<file path="config.mk">
export PLATFORM = sky130hd
export DESIGN_NAME = id_ex_stage_flat
export DESIGN_NICKNAME = d
export VERILOG_FILES = /design/src/rtl/id_ex_stage_if.sv /design/src/rtl/id_ex_stage.sv /design/src/flat_wrapper.sv
export SDC_FILE = /design/constraint.sdc
export NUM_CORES = 1
export LEC_CHECK = 0
export ABC_AREA = 1
export ABC_CLOCK_PERIOD_IN_PS = 2100
export CORE_AREA = 2 2 158 160
export DETAILED_ROUTE_END_ITERATION = 8
export DIE_AREA = 0 0 160 162
export PLACE_DENSITY_LB_ADDON = 0.08
export SYNTH_ARGS = -nofsm -noshare
export SYNTH_HDL_FRONTEND = slang
export SYNTH_SLANG_ARGS = --single-unit
</file>
<file path="constraint.sdc">
create_clock -name clk -period 2.1 [get_ports clk]
set_input_delay 0.21 -clock clk [delete_from_list [all_inputs] [get_ports clk]]
set_output_delay 0.21 -clock clk [all_outputs]
set_load 0.1 [all_outputs]
</file>
<file path="src/rtl/id_ex_stage_if.sv">
// ID/EX stage bus: ID-side operands and control, hazard stall/flush,
// forwarding sources from EX/MEM and MEM/WB, and the operands and control
// presented to EX. The slave modport is the stage itself; the master
// modport is the surrounding pipeline that drives ID and consumes EX.
interface id_ex_stage_if #(
  parameter int N = 32
);
  logic         stall;
  logic         flush;
  logic         id_valid;
  logic [N-1:0] id_pc;
  logic [N-1:0] id_rs1_data;
  logic [N-1:0] id_rs2_data;
  logic [N-1:0] id_imm;
  logic [4:0]   id_rs1;
  logic [4:0]   id_rs2;
  logic [4:0]   id_rd;
  logic [2:0]   id_funct3;
  logic         id_funct7b5;
  logic [1:0]   id_alu_op;
  logic         id_alu_src;
  logic         id_reg_write;
  logic         id_mem_read;
  logic         id_mem_write;
  logic         id_mem_to_reg;
  logic         id_branch;
  logic [4:0]   exmem_rd;
  logic         exmem_reg_write;
  logic [N-1:0] exmem_alu_result;
  logic [4:0]   memwb_rd;
  logic         memwb_reg_write;
  logic [N-1:0] memwb_wdata;
  logic         ex_valid;
  logic [3:0]   ex_alu_sel;
  logic [N-1:0] ex_alu_a;
  logic [N-1:0] ex_alu_b;
  logic [N-1:0] ex_store_data;
  logic [N-1:0] ex_pc;
  logic [N-1:0] ex_imm;
  logic [4:0]   ex_rd;
  logic         ex_reg_write;
  logic         ex_mem_read;
  logic         ex_mem_write;
  logic         ex_mem_to_reg;
  logic         ex_branch;

  modport slave (
    input  stall, flush, id_valid, id_pc, id_rs1_data, id_rs2_data, id_imm,
           id_rs1, id_rs2, id_rd, id_funct3, id_funct7b5, id_alu_op,
           id_alu_src, id_reg_write, id_mem_read, id_mem_write,
           id_mem_to_reg, id_branch, exmem_rd, exmem_reg_write,
           exmem_alu_result, memwb_rd, memwb_reg_write, memwb_wdata,
    output ex_valid, ex_alu_sel, ex_alu_a, ex_alu_b, ex_store_data, ex_pc,
           ex_imm, ex_rd, ex_reg_write, ex_mem_read, ex_mem_write,
           ex_mem_to_reg, ex_branch
  );

  modport master (
    output stall, flush, id_valid, id_pc, id_rs1_data, id_rs2_data, id_imm,
           id_rs1, id_rs2, id_rd, id_funct3, id_funct7b5, id_alu_op,
           id_alu_src, id_reg_write, id_mem_read, id_mem_write,
           id_mem_to_reg, id_branch, exmem_rd, exmem_reg_write,
           exmem_alu_result, memwb_rd, memwb_reg_write, memwb_wdata,
    input  ex_valid, ex_alu_sel, ex_alu_a, ex_alu_b, ex_store_data, ex_pc,
           ex_imm, ex_rd, ex_reg_write, ex_mem_read, ex_mem_write,
           ex_mem_to_reg, ex_branch
  );
endinterface

</file>
<file path="src/rtl/id_ex_stage.sv">
// ID/EX pipeline register feeding the EX-stage ALU.
// Decodes the 4-bit ALU select in ID, registers operands and control, and
// resolves A/B operands in EX. Optional macro ALU_FWD_EN enables EX/MEM and
// MEM/WB operand forwarding; without it the registered register-file data is
// used as-is and the hazard unit has to stall on dependences.
module id_ex_stage #(
  parameter int N = 32
) (
  input logic           clk,
  input logic           rst,
  id_ex_stage_if.slave  bus
);

  logic         valid_q;
  logic [N-1:0] pc_q;
  logic [N-1:0] imm_q;
  logic [N-1:0] rs1_data_q;
  logic [N-1:0] rs2_data_q;
  logic [4:0]   rd_q;
  logic [3:0]   alu_sel_q;
  logic         alu_src_q;
  logic         reg_write_q;
  logic         mem_read_q;
  logic         mem_write_q;
  logic         mem_to_reg_q;
  logic         branch_q;
  logic [3:0]   dec_sel;
  logic [N-1:0] fwd_a;
  logic [N-1:0] fwd_b;

  // Translate ALUOp/funct into the ALU select; 1111 marks an unsupported op
  always_comb begin
    dec_sel = 4'b1111;
    case (bus.id_alu_op)
      2'b00: dec_sel = 4'b0010;
      2'b01: dec_sel = 4'b0110;
      2'b10: begin
        case (bus.id_funct3)
          3'b000:  dec_sel = bus.id_funct7b5 ? 4'b0110 : 4'b0010;
          3'b111:  dec_sel = 4'b0000;
          3'b110:  dec_sel = 4'b0001;
          default: dec_sel = 4'b1111;
        endcase
      end
      default: begin
        case (bus.id_funct3)
          3'b000:  dec_sel = 4'b0010;
          3'b111:  dec_sel = 4'b0000;
          3'b110:  dec_sel = 4'b0001;
          default: dec_sel = 4'b1111;
        endcase
      end
    endcase
  end

  // Stage register: reset and flush insert a bubble, stall holds, else load
  always_ff @(posedge clk) begin
    if (rst || bus.flush) begin
      valid_q      <= 1'b0;
      pc_q         <= '0;
      imm_q        <= '0;
      rs1_data_q   <= '0;
      rs2_data_q   <= '0;
      rd_q         <= '0;
      alu_sel_q    <= 4'b0000;
      alu_src_q    <= 1'b0;
      reg_write_q  <= 1'b0;
      mem_read_q   <= 1'b0;
      mem_write_q  <= 1'b0;
      mem_to_reg_q <= 1'b0;
      branch_q     <= 1'b0;
    end else if (!bus.stall) begin
      valid_q      <= bus.id_valid;
      pc_q         <= bus.id_pc;
      imm_q        <= bus.id_imm;
      rs1_data_q   <= bus.id_rs1_data;
      rs2_data_q   <= bus.id_rs2_data;
      rd_q         <= bus.id_rd;
      alu_sel_q    <= dec_sel;
      alu_src_q    <= bus.id_alu_src;
      reg_write_q  <= bus.id_valid & bus.id_reg_write;
      mem_read_q   <= bus.id_valid & bus.id_mem_read;
      mem_write_q  <= bus.id_valid & bus.id_mem_write;
      mem_to_reg_q <= bus.id_valid & bus.id_mem_to_reg;
      branch_q     <= bus.id_valid & bus.id_branch;
    end
  end

`ifdef ALU_FWD_EN
  logic [4:0] rs1_q;
  logic [4:0] rs2_q;

  // Source register indices, kept only for the forwarding comparators
  always_ff @(posedge clk) begin
    if (rst || bus.flush) begin
      rs1_q <= '0;
      rs2_q <= '0;
    end else if (!bus.stall) begin
      rs1_q <= bus.id_rs1;
      rs2_q <= bus.id_rs2;
    end
  end

  // Forward the youngest in-flight result; x0 is never forwarded
  always_comb begin
    fwd_a = rs1_data_q;
    if (bus.exmem_reg_write && (bus.exmem_rd != 5'd0) && (bus.exmem_rd == rs1_q))
      fwd_a = bus.exmem_alu_result;
    else if (bus.memwb_reg_write && (bus.memwb_rd != 5'd0) && (bus.memwb_rd == rs1_q))
      fwd_a = bus.memwb_wdata;
    fwd_b = rs2_data_q;
    if (bus.exmem_reg_write && (bus.exmem_rd != 5'd0) && (bus.exmem_rd == rs2_q))
      fwd_b = bus.exmem_alu_result;
    else if (bus.memwb_reg_write && (bus.memwb_rd != 5'd0) && (bus.memwb_rd == rs2_q))
      fwd_b = bus.memwb_wdata;
  end
`else
  // No forwarding network: operands come straight from the register file read
  always_comb begin
    fwd_a = rs1_data_q;
    fwd_b = rs2_data_q;
  end
`endif

  assign bus.ex_valid      = valid_q;
  assign bus.ex_alu_sel    = alu_sel_q;
  assign bus.ex_alu_a      = fwd_a;
  assign bus.ex_alu_b      = alu_src_q ? imm_q : fwd_b;
  assign bus.ex_store_data = fwd_b;
  assign bus.ex_pc         = pc_q;
  assign bus.ex_imm        = imm_q;
  assign bus.ex_rd         = rd_q;
  assign bus.ex_reg_write  = reg_write_q;
  assign bus.ex_mem_read   = mem_read_q;
  assign bus.ex_mem_write  = mem_write_q;
  assign bus.ex_mem_to_reg = mem_to_reg_q;
  assign bus.ex_branch     = branch_q;

endmodule

</file>
<file path="src/flat_wrapper.sv">
// flat-port wrapper written by rule: the top's interface ports become plain ports
module id_ex_stage_flat 
#(
  parameter int N = 32
)
  (clk, rst, bus_stall, bus_flush, bus_id_valid, bus_id_pc, bus_id_rs1_data, bus_id_rs2_data, bus_id_imm, bus_id_rs1, bus_id_rs2, bus_id_rd, bus_id_funct3, bus_id_funct7b5, bus_id_alu_op, bus_id_alu_src, bus_id_reg_write, bus_id_mem_read, bus_id_mem_write, bus_id_mem_to_reg, bus_id_branch, bus_exmem_rd, bus_exmem_reg_write, bus_exmem_alu_result, bus_memwb_rd, bus_memwb_reg_write, bus_memwb_wdata, bus_ex_valid, bus_ex_alu_sel, bus_ex_alu_a, bus_ex_alu_b, bus_ex_store_data, bus_ex_pc, bus_ex_imm, bus_ex_rd, bus_ex_reg_write, bus_ex_mem_read, bus_ex_mem_write, bus_ex_mem_to_reg, bus_ex_branch);
  id_ex_stage_if #(.N(N)) bus_i ();
  input logic clk;
  input logic rst;
  input wire logic [$bits(bus_i.stall)-1:0] bus_stall;
  input wire logic [$bits(bus_i.flush)-1:0] bus_flush;
  input wire logic [$bits(bus_i.id_valid)-1:0] bus_id_valid;
  input wire logic [$bits(bus_i.id_pc)-1:0] bus_id_pc;
  input wire logic [$bits(bus_i.id_rs1_data)-1:0] bus_id_rs1_data;
  input wire logic [$bits(bus_i.id_rs2_data)-1:0] bus_id_rs2_data;
  input wire logic [$bits(bus_i.id_imm)-1:0] bus_id_imm;
  input wire logic [$bits(bus_i.id_rs1)-1:0] bus_id_rs1;
  input wire logic [$bits(bus_i.id_rs2)-1:0] bus_id_rs2;
  input wire logic [$bits(bus_i.id_rd)-1:0] bus_id_rd;
  input wire logic [$bits(bus_i.id_funct3)-1:0] bus_id_funct3;
  input wire logic [$bits(bus_i.id_funct7b5)-1:0] bus_id_funct7b5;
  input wire logic [$bits(bus_i.id_alu_op)-1:0] bus_id_alu_op;
  input wire logic [$bits(bus_i.id_alu_src)-1:0] bus_id_alu_src;
  input wire logic [$bits(bus_i.id_reg_write)-1:0] bus_id_reg_write;
  input wire logic [$bits(bus_i.id_mem_read)-1:0] bus_id_mem_read;
  input wire logic [$bits(bus_i.id_mem_write)-1:0] bus_id_mem_write;
  input wire logic [$bits(bus_i.id_mem_to_reg)-1:0] bus_id_mem_to_reg;
  input wire logic [$bits(bus_i.id_branch)-1:0] bus_id_branch;
  input wire logic [$bits(bus_i.exmem_rd)-1:0] bus_exmem_rd;
  input wire logic [$bits(bus_i.exmem_reg_write)-1:0] bus_exmem_reg_write;
  input wire logic [$bits(bus_i.exmem_alu_result)-1:0] bus_exmem_alu_result;
  input wire logic [$bits(bus_i.memwb_rd)-1:0] bus_memwb_rd;
  input wire logic [$bits(bus_i.memwb_reg_write)-1:0] bus_memwb_reg_write;
  input wire logic [$bits(bus_i.memwb_wdata)-1:0] bus_memwb_wdata;
  output wire logic [$bits(bus_i.ex_valid)-1:0] bus_ex_valid;
  output wire logic [$bits(bus_i.ex_alu_sel)-1:0] bus_ex_alu_sel;
  output wire logic [$bits(bus_i.ex_alu_a)-1:0] bus_ex_alu_a;
  output wire logic [$bits(bus_i.ex_alu_b)-1:0] bus_ex_alu_b;
  output wire logic [$bits(bus_i.ex_store_data)-1:0] bus_ex_store_data;
  output wire logic [$bits(bus_i.ex_pc)-1:0] bus_ex_pc;
  output wire logic [$bits(bus_i.ex_imm)-1:0] bus_ex_imm;
  output wire logic [$bits(bus_i.ex_rd)-1:0] bus_ex_rd;
  output wire logic [$bits(bus_i.ex_reg_write)-1:0] bus_ex_reg_write;
  output wire logic [$bits(bus_i.ex_mem_read)-1:0] bus_ex_mem_read;
  output wire logic [$bits(bus_i.ex_mem_write)-1:0] bus_ex_mem_write;
  output wire logic [$bits(bus_i.ex_mem_to_reg)-1:0] bus_ex_mem_to_reg;
  output wire logic [$bits(bus_i.ex_branch)-1:0] bus_ex_branch;
  assign bus_i.stall = bus_stall;
  assign bus_i.flush = bus_flush;
  assign bus_i.id_valid = bus_id_valid;
  assign bus_i.id_pc = bus_id_pc;
  assign bus_i.id_rs1_data = bus_id_rs1_data;
  assign bus_i.id_rs2_data = bus_id_rs2_data;
  assign bus_i.id_imm = bus_id_imm;
  assign bus_i.id_rs1 = bus_id_rs1;
  assign bus_i.id_rs2 = bus_id_rs2;
  assign bus_i.id_rd = bus_id_rd;
  assign bus_i.id_funct3 = bus_id_funct3;
  assign bus_i.id_funct7b5 = bus_id_funct7b5;
  assign bus_i.id_alu_op = bus_id_alu_op;
  assign bus_i.id_alu_src = bus_id_alu_src;
  assign bus_i.id_reg_write = bus_id_reg_write;
  assign bus_i.id_mem_read = bus_id_mem_read;
  assign bus_i.id_mem_write = bus_id_mem_write;
  assign bus_i.id_mem_to_reg = bus_id_mem_to_reg;
  assign bus_i.id_branch = bus_id_branch;
  assign bus_i.exmem_rd = bus_exmem_rd;
  assign bus_i.exmem_reg_write = bus_exmem_reg_write;
  assign bus_i.exmem_alu_result = bus_exmem_alu_result;
  assign bus_i.memwb_rd = bus_memwb_rd;
  assign bus_i.memwb_reg_write = bus_memwb_reg_write;
  assign bus_i.memwb_wdata = bus_memwb_wdata;
  assign bus_ex_valid = bus_i.ex_valid;
  assign bus_ex_alu_sel = bus_i.ex_alu_sel;
  assign bus_ex_alu_a = bus_i.ex_alu_a;
  assign bus_ex_alu_b = bus_i.ex_alu_b;
  assign bus_ex_store_data = bus_i.ex_store_data;
  assign bus_ex_pc = bus_i.ex_pc;
  assign bus_ex_imm = bus_i.ex_imm;
  assign bus_ex_rd = bus_i.ex_rd;
  assign bus_ex_reg_write = bus_i.ex_reg_write;
  assign bus_ex_mem_read = bus_i.ex_mem_read;
  assign bus_ex_mem_write = bus_i.ex_mem_write;
  assign bus_ex_mem_to_reg = bus_i.ex_mem_to_reg;
  assign bus_ex_branch = bus_i.ex_branch;
  id_ex_stage #(.N(N)) u_core (.clk(clk), .rst(rst), .bus(bus_i));
endmodule
</file>
Word-level counts from Yosys, hierarchy flattened
Index checks and enable logic that the tools add are counted. W data, S select, Z words.

Equality and inequality tests: 4. Mux-type cells: 5. Bitwise operators: 5. Reductions and logical operators: 3.

Operator list (number): $pmux W4 S3 (3); $mux W32 (1); $eq A3 B3 Y1 const B (2); $and A1 B1 Y1 (5); $logic_not A3 Y1 (1); $mux W3 (1); $eq A2 B1 Y1 const B (1); $eq A2 B2 Y1 const B (1); $logic_not A2 Y1 (1); $logic_or A1 B1 Y1 (1).

Register bits after elaboration: 144. Word-level logic and storage cells: 30.

Logic depth before layout (Yosys ltp)
Gate-level depths: netlist of run 1.

Depth in word-level cells: 3. Depth in mapped cells: 7. Gate-level depth less buffers: 7.

Least setup slack after synthesis of run 1
OpenSTA, ideal clock, no wires.

Path kind: register to output. From: register u_core.rs2_data_q[22] (netlist: u_core.bus.ex_store_data[22]). To: output port bus_ex_alu_b[22]. Arrival: 3199 ps. Required time: 1890 ps. Path slack: -1309 ps. Cell stages (with the launch flop): 3. Buffers on the path: 0. Path through: dfxtp_1 inv_1 o21ai_0.

Cells in the longest elaborated chain, start to end: 1.

RTL lines: from (decl) (line id_ex_stage.sv:18) `logic [N-1:0] rs2_data_q;`; from (signal assigned) (line id_ex_stage.sv:77) `rs2_data_q <= bus.id_rs2_data;`; $mux W32 (line id_ex_stage.sv:128) `assign bus.ex_alu_b = alu_src_q ? imm_q : fwd_b;`; to (decl) (line flat_wrapper.sv:38) `output wire logic [$bits(bus_i.ex_alu_b)-1:0] bus_ex_alu_b;`.

Every way passes these cells.

Worst setup path after layout of run 1
From: register u_core.alu_src_q. To: output port bus_ex_alu_b[7].

Cells in the longest elaborated chain, start to end: 1.

RTL lines: from (decl) (line id_ex_stage.sv:21) `logic alu_src_q;`; from (signal assigned) (line id_ex_stage.sv:80) `alu_src_q <= bus.id_alu_src;`; $mux W32 (line id_ex_stage.sv:128).

Every way passes these cells.

==> run summary, run 1 <==
In this run the critical register-to-register path is captured at u_core.alu_src_q. The synthesized design spends more area on one cell type than any other, namely dfxtp_1. The kind of end point of the critical path was an output pin. The max-slew violation count is 0. Antenna diode instance count: 0. The worst-case IR drop observed on VDD is 0.431 mV. The reg-to-reg setup timing slack came out at 1.26 ns. TritonCTS built the clock tree. From left edge to right edge, the die measures 160 µm. Dividing total power by cell area gives a power density of 821 nW/µm². Hold violation total from the final report: 0. The total of fill cells in the finished design was 2544; the maximum fanout along the worst path was 13. CTS built an H-tree with a depth of 4. When the netlist entered floorplanning its net count stood at 948. The critical path goes through buf_4, nand2_1, o21ai_4, buf_12.

The shortest period the worst path allows works out to 1.91 ns. The worst register-to-register path has a depth of 2. The area growth from synthesis to layout works out to 84.7%. After routing, the total negative slack on setup checks comes to 0 ns.

The most frequent standard cell in the layout excluding fill and tap cells is nand2_1. The worst-margin pin slew is 0.767 ns. Together, buffers and inverters on the worst path number 2.

Setup repair after global routing left no endpoint under its margin. The logs give 0 for the post-CTS setup buffer count and 5471 for the via count of the first global-routing pass. On the worst path, the slowest cell contributes a delay of 0.51 ns. The run gives 2 as the number of buffers on the longest clock path. The final-stage net count came out at 1254. The worst clock skew is 0 ns. Cell chosen for the clock root: clkbuf_16.

The tightest min-delay check is of the primary input to flip-flop type. The congestion estimate from routability-driven global placement came to 0.787. For this design, the sink count on the clock tree is 144.

In this run the standard cell core region covers 24100 µm². The number of cells in the finished layout apart from fillers is 1354, and the first-pass GRT wire length is 32.2 mm. The clock transition time at the flip-flop clock pins of the worst setup and hold paths was 0.07 ns; the maximum operating frequency was 524 MHz. 411 I/O pins were placed. The later pin in the worst-skew pair is clocked with a latency of 0.41 ns. In this run, synthesis produced a sequential element count of 144. Average wire length per cell after detail routing: 15.8 µm.

In this run the static leakage power is 0.00399 µW. The effective utilization at floorplan was 0.223; the post-synthesis instance area was 5370 µm². Data arrives at the worst endpoint at 1.70 ns.

The portion of the clock cycle consumed by the worst path in the final layout came out at 0.909. Kind of critical path: flip-flop to output pin. The logs give 4 for the first-pass iteration count of the detailed router and 0 for the count of instances resized after the clock tree is built.

For this run, design rule violations remaining after detail routing come to 0. Port buffering added 324 buffers. The vertical die dimension was 162 µm; the initial antenna violation count was 0. The kind of cell adding the most delay to the critical path was buffers and inverters. The global routing usage summed across all routing layers is 0.161. For the via count, the log shows 5669. After legalization and detailed placement, the total HPWL measured 15.0 mm.

The worst setup path is launched from a flip-flop. Setup violations remaining at the end of the flow were counted as 0. Sorting the synthesized cells by area gives the leading types as dfxtp_1, nand2_1, a21oi_1. Hold repair after CTS inserted 0 buffers. For the worst endpoint required time, the log shows 1.89 ns. The critical path starts at u_core.alu_src_q.

The logs give 8140 µW for the power consumption and 0 for the total of warnings raised by yosys. The run finished with clean final reports. The tool flagged a number of max-cap violations equal to 0.

The synthesized area divided by synthesized cell count was 7.54 µm²; the total detailed-routing wirelength was 21.4 mm. Entering global routing, the biggest net connects 175 pins. TritonCTS created 17 clock buffers. The run gives 16 as the number of unique standard cell types used by synthesis. The proportion of layout cells with a drive suffix above 1 came out at 0.250.

After floorplanning, the core was divided into 57 placement rows. After global routing the overflow that remains totals 0. In this run the remaining antenna-violating nets after routing total 0. The critical path runs through a total of 4 cells. For this block, the initial DRC count from the detailed router was 240. The cell count after synthesis came out at 712.

The top cell types in the final layout, fill and taps aside, are nand2_1, buf_4, clkdlybuf4s50_1. After detailed routing, the number of vias per cell comes to 4.19. The total instance count after detailed placement was 1323; the overall die area was 25900 µm². The worst-path cell with the longest stage delay is dfxtp_4.

For the headroom to the max-slew limit, the log shows 0.489. Beginning of the worst register-to-register path: u_core.alu_src_q. The sequential fraction of the synthesis area is 0.537, and the fraction of post-synthesis cell area in the top cell type by area is 0.537.

The tools report the endpoint of the most critical setup path as bus_ex_alu_b[7].
final cells by class:
type / instances / area, µm² / share of cell area
repair buffers: 339 / 3390 / 0.342
flip-flops and latches: 144 / 2890 / 0.291
clock buffers: 19 / 443 / 0.0447
inverters: 42 / 161 / 0.0163
clock inverters: 12 / 208 / 0.0209
well taps: 324 / 405 / 0.0409
multi-input cells: 474 / 2420 / 0.244
through the flow:
step	worst slack, ns	utilization	area (µm²)	hold WS, ns
floorplan	0.0609	-	5730	0.317
global placement	0.558	0.384	9260	0.453
detailed placement	0.545	0.384	9260	0.456
CTS	0.140	0.411	9910	0.313
global route	0.110	0.411	9910	0.330
finish	0.192	0.411	9910	0.337
per-layer routing:
metal  up-vias  global-route usage  part of all wire
met5         -                   0                 0
met4         0              0.0528             0.016
met3        19              0.0503             0.069
met1      2564               0.196              0.43
li1       2904                   -                 -
met2       182               0.272              0.48
worst min path at each step:
stage / startpoint / to / slack, ns / depth (start not counted)
final: bus_id_rs1_data[18] / u_core.bus.ex_alu_a[18] / 0.34 / 3
after global routing: bus_id_imm[30] / u_core.bus.ex_imm[30] / 0.33 / 3
after CTS: bus_id_rs1_data[24] / u_core.bus.ex_alu_a[24] / 0.31 / 3
after detailed placement: u_core.bus.ex_alu_a[5] / u_core.bus.ex_alu_a[5] / 0.46 / 2
after global placement: u_core.bus.ex_alu_a[0] / u_core.bus.ex_alu_a[0] / 0.45 / 2
after floorplan: bus_id_alu_op[1] / u_core.bus.ex_alu_sel[1] / 0.32 / 1
power by group:
group          internal (µW)  leakage, µW  switching, µW
Clock                   2150     0.000306           1270
Combinational            585      0.00250           1260
Sequential              2820      0.00118           58.6
Total                   5560      0.00399           2580
Yosys cell counts:
cell,number
a211oi_1,1
a21oi_1,141
a31oi_1,2
buf_2,28
buf_4,2
buf_6,4
clkbuf_1,18
dfxtp_1,144
inv_1,40
inv_2,2
nand2_1,258
nand3_1,1
nand4_1,2
nor2_1,3
nor2_4,1
o21ai_0,65
cells by family after synthesis:
kind of cell,count (synthesis),share of synthesized area
flip-flops,144,0.537
buffers and inverters,94,0.0793
AO/OA/AOI/OAI,209,0.196
AND/OR/NAND/NOR,265,0.188
worst min-delay path: stages:
cell and delay (ns):
clkdlybuf4s50_1 0.40, nand2_1 0.06, a21oi_1 0.05
Note: power is estimated with default switching activity, not from simulation.
==> run 2: changes to the inputs <==
Settings changed: CTS_CLUSTER_DIAMETER from default to 80.
==> results of run 2 <==
Final layout, timing and power as in run 1 (identical DEF).
==> variant 1, RTL diff (config.mk and constraints of run 2) <==
`N` is set to 32 in 3 places; all go to 16.
--- a/src/rtl/id_ex_stage_if.sv
+++ b/src/rtl/id_ex_stage_if.sv
@@ -5,3 +5,3 @@
 interface id_ex_stage_if #(
-  parameter int N = 32
+  parameter int N = 16
 );
--- a/src/rtl/id_ex_stage.sv
+++ b/src/rtl/id_ex_stage.sv
@@ -6,3 +6,3 @@
 module id_ex_stage #(
-  parameter int N = 32
+  parameter int N = 16
 ) (
--- a/src/flat_wrapper.sv
+++ b/src/flat_wrapper.sv
@@ -3,3 +3,3 @@
 #(
-  parameter int N = 32
+  parameter int N = 16
 )
Interface: changed (11 resized); port bits go from 411 to 235. No check against the original RTL was run, so the function may have changed too.
==> variant 1 against run 2 <==
- routed wire length shrank 43%
- power shrank 47%
- global-route usage fell by 6.7 points
- setup slack better by 0.29 ns
- sequential cell count fell by 64
- die area unchanged
- count of clock-buffer cells in the layout decreased by 7
- cell area decreased by 43%
- synthesized area is 44% lower
- critical endpoint is now bus_ex_alu_b[12]
==> variant 1: results (changes against run 2) <==
[grt]
grt_max_degree = 95  ; was 175
grt_pass1_wl_um = 18800  ; was 32200 um
grt_use_met2_pct = 16.1  ; was 27.2%

[pwr]
comb_power_share_pct = 23.4  ; was 22.7%
pwr-share-clk_pct = 39.3  ; was 41.9%
power_leakage_nw = 2.20  ; was 3.99 nW
ir_drop_uv = 254  ; was 431 uV
p_sw_mw = 1.41  ; was 2.58 mW

[layout]
inverters_excl_clock = 26  ; was 42
nFillCells = 2727  ; was 2544
multi_input_cells = 266  ; was 474
buffer_area_share_pct = 33.1  ; was 34.2%
stdcell_area_mm2 = 0.00562  ; was 0.00991 mm^2
flops_and_latches = 80  ; was 144
clockBufferCount = 12  ; was 19

[clocking]
cts_buffers = 9  ; was 17

[synthesis]
yosysSeqAreaShare_pct = 53.6  ; was 53.7%
synth-compound-area-share_pct = 19.1  ; was 19.6%

[placed_design]
gp_congestion = 0.670  ; was 0.787
place_ws_ns = 0.381  ; was 0.545 ns
dpl.hpwl_um = 8720  ; was 15000 um

[critical_path]
slowest_stage = dfxtp_2  ; was dfxtp_4

[run_status]
status = finished, final reports clean  ; unchanged

[route]
met1_length_um = 5430  ; was 9260 um
drt-total-wl_um = 12200  ; was 21400 um
routed-wl-met2_um = 5950  ; was 10300 um

## variant 1: cell types whose count changed after synthesis, sizes merged
| cell | run 2 | this run |
|---|---|---|
| nand2 | 258 | 146 |
| a21oi | 141 | 77 |
| dfxtp | 144 | 80 |
| o21ai | 65 | 33 |
| buf | 34 | 15 |
| inv | 42 | 26 |
| clkbuf | 18 | 11 |
## variant 1: cells by family (layout without fill, tap and decap cells)
group / after synthesis / count (layout)
and+or+nand+nor: 153 / 153
other: 0 / 1
buffers and inverters: 52 / 230
DFF: 80 / 80
AOI/OAI and AO/OA: 113 / 113
## variant 1: worst paths after layout
check,from,slack (ns),cells after the start,end
setup / recovery,u_core.alu_src_q,0.49,4,bus_ex_alu_b[12]
hold / removal,bus_stall,0.24,3,u_core.bus.ex_alu_sel[1]
setup reg to reg,u_core.alu_src_q,1.19,3,u_core.alu_src_q
hold reg to reg,u_core.bus.ex_rd[4],0.47,2,u_core.bus.ex_rd[4]
==> variant 2, RTL diff (settings of run 2) <==
Without the edit above. Add a define of `ALU_FWD_EN`.
--- a/src/rtl/id_ex_stage.sv
+++ b/src/rtl/id_ex_stage.sv
@@ -5,2 +5,4 @@
 // used as-is and the hazard unit has to stall on dependences.
+`define ALU_FWD_EN
+
 module id_ex_stage #(
Formal check against the unedited RTL: not equivalent (a bounded check fails within 4 cycles, from zero or initial values).
==> variant 2 against run 2 <==
- the flow now finishes with violations (setup timing)
- combinational power grew 65%
- cell area grew 50%
- setup slack lost 0.39 ns
- power grew 14%
- largest power group unchanged
- sequential power grew 7%
- sequential cell count grew 10
- largest cell class unchanged
- routed wire length grew 69%
- critical path type unchanged
- synthesized area grew 48%
- via count grew 70%
==> variant 2: results (changes against run 2) <==
[route]
route.met3.wl_um = 3120  ; was 1480 um
drtIter0Drc = 648  ; was 240
via_count = 9648  ; was 5669
firstDrtPassIters = 5  ; was 4
met1_length_um = 14600  ; was 9260 um
routed-wl-met2_um = 17400  ; was 10300 um
wl_per_cell_um = 18.5  ; was 15.8 um

[sta]
finalSetupTns_ns = -16.00  ; was 0 ns
max_slew_margin_pct = 56.1  ; was 48.9%
finalWorstSetupSlack_ns = -0.203  ; was 0.192 ns
fin_hold_ws_ns = 0.250  ; was 0.337 ns
setup_violations = 96  ; was 0

[synthesis]
synth-xor-area-share_pct = 1.98  ; was 0%
synthesis.instances = 1217  ; was 712
synth_fp_nets = 1453  ; was 948
synth.distinct_cells = 27  ; was 16
yosysSeqAreaShare_pct = 38.8  ; was 53.7%
synth-compound-area-share_pct = 12.2  ; was 19.6%
synthTopCellsByArea = dfxtp_1 39%, nand2_1 21%, nand3_1 10%  ; was dfxtp_1 54%, nand2_1 18%, a21oi_1 13%
yosys-top-cells-count = 439 x nand2_1, 165 x nand3_1, 154 x dfxtp_1, 152 x a21oi_1, 74 x inv_1  ; was 258 x nand2_1, 144 x dfxtp_1, 141 x a21oi_1, 65 x o21ai_0, 40 x inv_1

[run_status]
violations = setup timing
status = complete, but fails checks  ; was finished, final reports clean

[grt]
grt_pass1_vias = 9194  ; was 5471
antenna_found_initial = 8  ; was 0
grt_pass1_wl_um = 53100  ; was 32200 um
grt_max_degree = 154  ; was 175
grt_use_met2_pct = 45.6  ; was 27.2%
grtUsageMet1_pct = 31.5  ; was 19.6%
grtUsageMet3_pct = 8.02  ; was 5.03%

[layout]
fin_cells = 1956  ; was 1354
final_util_pct = 61.8  ; was 41.1%
signal_buffers = 467  ; was 339
clkCellAreaFrac_pct = 4.15  ; was 6.56%
multi_input_area_share_pct = 32.5  ; was 24.4%
n_antenna_cell = 5  ; was 0
drive_gt1_share_pct = 28.0  ; was 25.0%
flops_and_latches = 154  ; was 144
inverters_excl_clock = 76  ; was 42
multi_input_cells = 898  ; was 474
nFillCells = 2284  ; was 2544
buffer_area_share_pct = 37.8  ; was 34.2%
regArea_mm2 = 0.00310  ; was 0.00289 mm^2

[min_path]
hold_end = u_core.bus.ex_imm[25]  ; was u_core.bus.ex_alu_a[18]
hold_path_depth = 4  ; was 3
hold_path_startpoint = bus_stall  ; was bus_id_rs1_data[18]

[placed_design]
port-buffer-count = 410  ; was 324
place_ws_ns = -0.245  ; was 0.545 ns
dpl_cell_area_mm2 = 0.0134  ; was 0.00926 mm^2
gp_congestion = 0.838  ; was 0.787

[pwr]
internal_power_mw = 5.80  ; was 5.56 mW
power_leakage_nw = 6.45  ; was 3.99 nW
ir_drop_uv = 476  ; was 431 uV

[critical_path]
ff2ff_path_depth = 3  ; was 2
startpoint = u_core.rs2_q[0]  ; was u_core.alu_src_q
cpPeakStageDelay_ns = 0.37  ; was 0.51 ns
ff2ff_setup_slack_ns = 0.88  ; was 1.26 ns
crit_fanout = 6  ; was 13
arrival_ns = 2.09  ; was 1.70 ns
cp_top_family = simple AND/OR/NAND/NOR gates  ; was buffers and inverters

[variant 2: worst max path at each step]
stage	end	slack, ns	cells after the start
2_1_floorplan	bus_ex_store_data[10]	0.05	7
3_3_place_gp	bus_ex_alu_a[23]	-0.21	11
3_5_place_dp	bus_ex_alu_b[19]	-0.25	11
4_1_cts	bus_ex_alu_b[19]	-0.25	12
5_1_grt	bus_ex_alu_b[2]	-0.32	10
6_report	bus_ex_alu_b[5]	-0.20	10
[variant 2: power by group through the flow]
stage | Sequential (mW) | Clock, mW | Combinational, mW
after CTS | 3.08 | 3.26 | 2.99
after detailed placement | 3.14 | 0 | 2.90
after global placement | 3.14 | 0 | 2.89
final | 3.08 | 3.20 | 3.03
after floorplan | 3.47 | 0 | 1.28
after global routing | 3.09 | 3.36 | 3.16
[variant 2: repair_timing]
action | in CTS | in global routing
resized for setup | 126 | 80
buffers inserted | 5 | 1
gates cloned | 2 | 4
pin swaps | 13 | 39
endpoints found under the setup margin | 96 | 96
